**config.mk**
```make
export PLATFORM = sky130hd
export DESIGN_NAME = nibble_serial_adder
export DESIGN_NICKNAME = d
export VERILOG_FILES = /design/src/rtl/nibble_serial_adder_pkg.sv /design/src/rtl/nibble_serial_adder_rca4.sv /design/src/rtl/nibble_serial_adder.sv
export SDC_FILE = /design/constraint.sdc
export NUM_CORES = 1
export LEC_CHECK = 0
export ABC_AREA = 1
export ABC_CLOCK_PERIOD_IN_PS = 3500
export CAP_MARGIN = 20
export CORE_ASPECT_RATIO = 0.7
export CORE_UTILIZATION = 40
export DETAILED_ROUTE_END_ITERATION = 8
export PLACE_DENSITY = 0.77
export SYNTH_ARGS = -nofsm -noshare
export SYNTH_HDL_FRONTEND = slang
export SYNTH_HIERARCHICAL = 1
export SYNTH_SLANG_ARGS = --single-unit
```
**constraint.sdc**
```tcl
create_clock -name clk -period 3.5 [get_ports clk]
set_input_delay 0.35 -clock clk [delete_from_list [all_inputs] [get_ports clk]]
set_output_delay 0.35 -clock clk [all_outputs]
set_load 0.01 [all_outputs]
```
**src/rtl/nibble_serial_adder_pkg.sv**
```systemverilog
// Shared types and constants for the nibble-serial adder.
package nibble_serial_adder_pkg;

    localparam int NIBBLE_W = 4;

    typedef enum logic [1:0] {
        IDLE = 2'd0,
        RUN  = 2'd1,
        DONE = 2'd2
    } state_t;

endpackage

```
**src/rtl/nibble_serial_adder_rca4.sv**
```systemverilog
// Combinational 4-bit ripple-carry stage built from full-adder cells.
// Also exposes the carry into bit 3 so the caller can form signed overflow.
module nibble_rca4
    import nibble_serial_adder_pkg::*;
(
    input  logic [NIBBLE_W-1:0] a,
    input  logic [NIBBLE_W-1:0] b,
    input  logic                ci,
    output logic [NIBBLE_W-1:0] s,
    output logic                co,
    output logic                c3
);

    logic [NIBBLE_W:0] c;

    assign c[0] = ci;

    for (genvar i = 0; i < NIBBLE_W; i++) begin : g_fa
        assign s[i]   = a[i] ^ b[i] ^ c[i];
        assign c[i+1] = (a[i] & b[i]) | (c[i] & (a[i] ^ b[i]));
    end

    assign co = c[NIBBLE_W];
    assign c3 = c[NIBBLE_W-1];

endmodule

```
**src/rtl/nibble_serial_adder.sv**
```systemverilog
// Multi-precision adder: one 4-bit ripple stage reused NIB times, with a
// registered carry linking consecutive nibbles. Valid/ready on both sides.
module nibble_serial_adder
    import nibble_serial_adder_pkg::*;
#(
    parameter int WIDTH = 16
) (
    input  logic             clk,
    input  logic             rst,
    input  logic             in_valid,
    output logic             in_ready,
    input  logic [WIDTH-1:0] a,
    input  logic [WIDTH-1:0] b,
    input  logic             cin,
    output logic             out_valid,
    input  logic             out_ready,
    output logic [WIDTH-1:0] sum,
    output logic             cout,
    output logic             ovf,
    output logic             busy
);

    localparam int NIB = WIDTH / NIBBLE_W;
    localparam int IW  = $clog2(NIB);

    if ((WIDTH % NIBBLE_W) != 0 || WIDTH < 8) begin : g_bad_width
        $error("nibble_serial_adder: WIDTH must be a multiple of 4 and >= 8");
    end

    state_t           state;
    logic [IW-1:0]    idx;
    logic             carry;
    logic [WIDTH-1:0] a_r;
    logic [WIDTH-1:0] b_r;

    logic [NIBBLE_W-1:0] st_a;
    logic [NIBBLE_W-1:0] st_b;
    logic [NIBBLE_W-1:0] st_s;
    logic                st_co;
    logic                st_c3;

    // Current nibble of the latched operands feeds the single adder stage.
    assign st_a = a_r[idx*NIBBLE_W +: NIBBLE_W];
    assign st_b = b_r[idx*NIBBLE_W +: NIBBLE_W];

    nibble_rca4 u_rca (
        .a  (st_a),
        .b  (st_b),
        .ci (carry),
        .s  (st_s),
        .co (st_co),
        .c3 (st_c3)
    );

    // Handshake flags are pure decodes of the registered state.
    assign in_ready  = (state == IDLE);
    assign out_valid = (state == DONE);
    assign busy      = (state != IDLE);

    // FSM: accept operands, ripple one nibble per cycle, hold result until taken.
    always_ff @(posedge clk or posedge rst) begin
        if (rst) begin
            state <= IDLE;
            idx   <= '0;
            carry <= 1'b0;
            a_r   <= '0;
            b_r   <= '0;
            sum   <= '0;
            cout  <= 1'b0;
            ovf   <= 1'b0;
        end else begin
            case (state)
                IDLE: begin
                    if (in_valid) begin
                        a_r   <= a;
                        b_r   <= b;
                        carry <= cin;
                        sum   <= '0;
                        idx   <= '0;
                        state <= RUN;
                    end
                end
                RUN: begin
                    sum[idx*NIBBLE_W +: NIBBLE_W] <= st_s;
                    carry <= st_co;
                    idx   <= idx + 1'b1;
                    if (idx == IW'(NIB-1)) begin
                        cout  <= st_co;
                        ovf   <= st_c3 ^ st_co;
                        state <= DONE;
                    end
                end
                DONE: begin
                    if (out_ready) state <= IDLE;
                end
                default: state <= IDLE;
            endcase
        end
    end

endmodule

```
## Word-level counts from Yosys, hierarchy flattened

Cells that the tools add are included.
Widths: inputs -> output; s select.

| storage, ports and cells | value |
|---|---|
| register bits after elaboration | 55 |
| word-level logic and storage cells | 59 |

| operators by class | value |
|---|---|
| add/subtract/negate cells | 2 |
| equal/unequal tests | 6 |
| shifts and indexed selects | 4 |
| muxes and demuxes | 11 |
| bitwise operators | 21 |
| reduce and logical (&&, ||, !) cells | 7 |

Operators by type and width:

| operator | number |
|---|---|
| $neg 4->34 | 1 |
| $shift 4x34->16 const A | 1 |
| $shiftx 4x34->16 | 1 |
| $pmux 16 s2 | 1 |
| $shiftx 16x5->4 | 2 |
| $bwmux 16 | 1 |
| $mux 16 | 1 |
| $xor 1x1->1 | 9 |
| $and 1x1->1 | 8 |
| $mux 2 | 4 |
| $pmux 2 s3 | 1 |
| $reduce_and 2->1 | 3 |
| $eq 2x2->1 const B | 2 |
| $ne 2x2->1 const B | 2 |
| $or 1x1->1 | 4 |
| $pmux 2 s2 | 1 |
| $reduce_bool 2->1 | 2 |
| $reduce_and 3->1 | 1 |
| $add 2x1->2 const B | 1 |
| $eq 2x1->1 const B | 1 |
| $logic_not 2->1 | 1 |
| $ne 2x1->1 const B | 1 |
| $pmux 1 s2 | 1 |
| $mux 1 | 1 |

## Depth between registers and ports, before layout

| logic depth | value |
|---|---|
| depth after elaboration | 12 |
| mapped depth | 16 |
| mapped depth without buffers | 15 |

## Cells and area by module

Netlist, hierarchy kept.

By module, submodules not included:

| module | instances | cells an instance | area an instance (sq um) | sequential area each (sq um) |
|---|---|---|---|---|
| nibble_serial_adder | 1 | 319 | 2618.8 | 1376.3 |
| nibble_rca4 | 1 | 12 | 110.1 | 0.0 |

## Least setup slack after synthesis

No wires, ideal clock.

| timing | value |
|---|---|
| kind | reg-to-reg |
| start point | register idx[0] |
| end point | register sum[11] |
| setup time | 0.117 ns |
| data arrival time | 2.745 ns |
| data required time | 3.383 ns |
| slack | 0.638 ns |
| stages on the path, launching flop included | 17 |
| buffers on the path | 2 |
| cell sequence | dfrtp_1 -> clkbuf_2 -> inv_4 -> buf_4 -> a21oi_1 -> o21ai_0 -> nand2_1 -> fa_1 -> inv_1 -> fa_1 -> fa_1 -> inv_1 -> fa_1 -> nand2_1 -> nor2_1 -> nand2_1 -> nand2_1 |

| between the ends | value |
|---|---|
| longest elaborated chain between the ends | 12 |
| elaborated cells between the ends (all ways) | 24 |

RTL lines:

| item | RTL line | RTL |
|---|---|---|
| start, declared | nibble_serial_adder.sv:31 | `logic [IW-1:0] idx;` |
| start signal, assigned | nibble_serial_adder.sv:86 | `idx <= idx + 1'b1;` |
| $shiftx 16x5->4 * | nibble_serial_adder.sv:44 | `assign st_b = b_r[idx*NIBBLE_W +: NIBBLE_W];` |
| net st_b[0] | nibble_serial_adder.sv:37 | `logic [NIBBLE_W-1:0] st_b;` |
| $xor 1x1->1 | nibble_serial_adder_rca4.sv:20 | `assign c[i+1] = (a[i] & b[i]) \| (c[i] & (a[i] ^ b[i]));` |
| $and 1x1->1 | nibble_serial_adder_rca4.sv:20 |  |
| $or 1x1->1 * | nibble_serial_adder_rca4.sv:20 |  |
| $and 1x1->1 * | nibble_serial_adder_rca4.sv:20 |  |
| $or 1x1->1 * | nibble_serial_adder_rca4.sv:20 |  |
| $and 1x1->1 * | nibble_serial_adder_rca4.sv:20 |  |
| $or 1x1->1 * | nibble_serial_adder_rca4.sv:20 |  |
| net st_c3 | nibble_serial_adder.sv:40 | `logic st_c3;` |
| $xor 1x1->1 * | nibble_serial_adder_rca4.sv:19 | `assign s[i] = a[i] ^ b[i] ^ c[i];` |
| net st_s[3] | nibble_serial_adder.sv:38 | `logic [NIBBLE_W-1:0] st_s;` |
| $shiftx 4x34->16 * | nibble_serial_adder.sv:84 | `sum[idx*NIBBLE_W +: NIBBLE_W] <= st_s;` |
| $bwmux 16 * | nibble_serial_adder.sv:84 |  |
| $pmux 16 s2 * | nibble_serial_adder.sv:72 | `case (state)` |
| end signal, assigned by index | nibble_serial_adder.sv:84 |  |
| end, declared | nibble_serial_adder.sv:17 | `output logic [WIDTH-1:0] sum,` |

The timed path passes the listed nets; every way through them passes the cells marked *.
A chain may end at the register's enable or synchronous reset.

## Worst setup path in the final report

| timing | value |
|---|---|
| start point | register idx[0] |
| end point | register sum[11] |

| between the ends | value |
|---|---|
| longest elaborated chain between the ends | 12 |
| elaborated cells between the ends (all ways) | 24 |

RTL lines:

| item | RTL line | RTL |
|---|---|---|
| $shiftx 16x5->4 * | nibble_serial_adder.sv:43 | `assign st_a = a_r[idx*NIBBLE_W +: NIBBLE_W];` |
| net st_a[0] | nibble_serial_adder.sv:36 | `logic [NIBBLE_W-1:0] st_a;` |
| $xor 1x1->1 | nibble_serial_adder_rca4.sv:20 |  |
| $and 1x1->1 | nibble_serial_adder_rca4.sv:20 |  |
| $or 1x1->1 * | nibble_serial_adder_rca4.sv:20 |  |
| $and 1x1->1 * | nibble_serial_adder_rca4.sv:20 |  |
| $or 1x1->1 * | nibble_serial_adder_rca4.sv:20 |  |
| $and 1x1->1 * | nibble_serial_adder_rca4.sv:20 |  |
| $or 1x1->1 * | nibble_serial_adder_rca4.sv:20 |  |
| net st_c3 | nibble_serial_adder.sv:40 |  |
| $xor 1x1->1 * | nibble_serial_adder_rca4.sv:19 |  |
| net st_s[3] | nibble_serial_adder.sv:38 |  |
| $shiftx 4x34->16 * | nibble_serial_adder.sv:84 |  |
| $bwmux 16 * | nibble_serial_adder.sv:84 |  |
| $pmux 16 s2 * | nibble_serial_adder.sv:72 |  |

Marked as above.

==> impl_metrics.py <==
metrics = {
    "worst_setup_path": {
        "path_cells": "inv_4, nor2_1, nor2_1, o21ai_0, nand2_1, fa_1, inv_1, fa_1, fa_1, inv_1, fa_1, nand2_1, nor2_1, nand2_1, nand2_1",
        "crit_fanout": 38,
        "reg2reg_depth": 15,
        "crit_required_ns": 3.71,
        "setup.worst_path.class": "register to register",
        "startpoint_type": "register",
        "slowest_stage": "dfrtp_1",
        "cp-end-kind": "register",
        "slowest_delay_ns": 0.53,
        "critical_path_arrival_ns": 3.37,
    },
    "cts": {
        "cts_root_buffer": "clkbuf_8",
        "clkTransAtPathRegs_ns": 0.10,
        "clk_latency_ns": 0.31,
        "ctsResizeCount": 0,
        "cts_setup_buffers": 0,
        "cts_max_level": 2,
        "cts_tree": "built",
        "cts_buffers": 5,
        "clk_path_buf_depth": 2,
        "cts_sinks": 55,
        "cts_hold_buffers": 0,
    },
    "route": {
        "drt-vias-per-instance": 4.744,
        "ant_nets": 0,
        "drtIter0Drc": 86,
        "wl_per_cell_um": 12.61,
        "dr.pass1.iters": 4,
        "drcViolationCount": 0,
        "routed-via-count": 2244,
        "wirelength_um": 5965,
    },
    "synth": {
        "netlist_instances": 331,
        "ys_seq_area_frac": 0.5044,
        "synth_area_mm2": 0.002729,
        "synthesis.nets": 378,
        "synth_ff_type": "dfrtp_1",
        "synth-seq-cells": 55,
        "synth_cell_type_count": 24,
        "syn_area_per_cell_um2": 8.244,
        "synth_common_cells": "nand2_1 (127), dfrtp_1 (55), o21ai_0 (33)",
        "yosysWarnings": 6,
        "synth_area_leaders": "dfrtp_1 (50%), nand2_1 (17%), o21ai_0 (6.1%), inv_1 (3.9%), nand3_1 (3.3%)",
        "synthDominantCellAreaShare": 0.5044,
        "synth-edff-count": 0,
        "synth_most_common_cell": "nand2_1",
        "synthArstFlopShare": 1.000,
        "yosysTopAreaCell": "dfrtp_1",
    },
    "place": {
        "place.gp.congestion": 0.8612,
        "dpl_cell_area_mm2": 0.003309,
        "dp_slack_ns": 0.3762,
        "dp_hpwl_um": 4488,
        "portBuffers": 57,
    },
    "timing": {
        "finalClockSkew_ns": 0.007195,
        "finalHoldViolations": 0,
        "worst_slew_pin_slew_ns": 0.7571,
        "finalSetupViolCount": 0,
        "rsz0062_at_grt": "no",
        "setup_ws_ns": 0.3397,
        "setup_tns_ns": 0,
        "period_share": 0.9029,
        "fin_crit_ns": 3.160,
        "slew_viol_final": 0,
        "max_freq_mhz": 316.4,
        "slew_headroom": 0.4946,
    },
    "grt": {
        "antenna_found_initial": 0,
        "grt_max_degree": 44,
        "grt_first_pass_wirelength_um": 10140,
        "grt_pass1_vias": 2198,
        "track_usage": 0.1810,
        "gr-total-overflow": 0,
    },
    "layout": {
        "nFillCells": 605,
        "drive_gt1_frac": 0.04450,
        "diodes": 0,
        "area_delta_synth_final_pct": 25.72,
        "final_area_mm2": 0.003431,
        "final_core_util": 0.5364,
        "finalNetCount": 428,
    },
    "power": {
        "p_total_mw": 3.278,
        "p_leak_nw": 1.677,
        "powerDensity_mw_per_mm2": 955.4,
        "vdd_drop_max_v": 0.0003782,
    },
    "die": {
        "ioPinCount": 58,
        "die_w_um": 100.7,
        "die_area_mm2": 0.007162,
        "rows": 24,
        "core_area_mm2": 0.006396,
        "die_h_um": 71.11,
        "start_util": 0.4266,
    },
    "hold_path": {
        "hold_class": "register to register",
        "hold_depth": 2,
    },
    "job": {
        "cap_violations": 0,
    },
    "run_status": {
        "run_status": "completed",
    },
}
-- placed cells by master (no fill, tap or decap) --
master	instances
o31ai_1	1
nor2_4	2
buf_4	1
o21a_1	1
clkbuf_8	6
dfrtp_1	55
nor2_2	1
ha_1	6
o211ai_1	4
bufinv_16	1
nand2_1	127
o21ai_1	4
nor2_1	17
a21oi_1	6
inv_1	27
clkdlybuf4s50_1	57
fa_1	4
inv_6	1
inv_2	2
inv_4	2
nand4_1	4
nand2_4	1
nand3_1	18
o21ai_0	33
xnor2_1	1
-- routing by layer --
layer / wire length [µm] / track usage
met5: 0 / 0
met4: 0 / 0.02415
met3: 259 / 0.03755
met2: 2654 / 0.2846
met1: 3051 / 0.2663
-- final cells by class --
class	count	area, µm²	share of cell area
flip-flops and latches	55	1376	0.4012
inverters	31	121.4	0.03538
clock buffers	6	82.58	0.02407
clock inverters	2	38.79	0.01131
well taps	91	113.9	0.03319
multi-input cells	230	1120	0.3264
repair buffers	58	578.1	0.1685
-- worst paths after layout --
path	slack [ns]	from	to
setup / recovery	0.34	idx[0]	sum[11]
hold / removal	0.48	sum[10]	sum[10]
setup reg to reg	0.34	idx[0]	sum[11]
hold reg to reg	0.48	sum[10]	sum[10]
max in group asynchronous	2.27	rst	a_r[1]
min in group asynchronous	0.49	rst	b_r[9]
-- per-stage QoR --
| step | hold WS [ns] | instances |
|---|---|---|
| 6_report | 0.4816 | 473 |
| 5_1_grt | 0.4911 | 473 |
| 4_1_cts | 0.4848 | 473 |
| 3_5_place_dp | 0.4610 | 465 |
| 3_3_place_gp | 0.4611 | 465 |
| 2_1_floorplan | 0.4436 | 331 |
-- worst max-delay path: cells and delay by family (launching register included) --
kind | cells | cell delay (ns)
and+or+nand+nor | 7 | 0.51
DFF | 1 | 0.53
buffers and inverters | 3 | 0.50
AOI/OAI and AO/OA | 1 | 0.09
adders and majority gates | 4 | 1.42
-- flip-flops by register name, summed over array words and instances (netlist names) --
register and flops:
carry 1, idx 2, ovf 1, a_r 16, sum 16, cout 1, b_r 16, state 2
-- power by group --
part           switching, mW  internal (mW)
logic                   1.08          0.654
clock network          0.212          0.236
registers              0.189          0.912
-- kinds of logic after synthesis --
family | count (synthesis) | share of synthesized area
simple gates | 170 | 0.2549
compound gates | 49 | 0.09537
buf+inv | 46 | 0.08527
fa+ha+maj | 10 | 0.05686
flops | 55 | 0.5044
xor+xnor | 1 | 0.003210
Power figures use the tool's default switching activity.
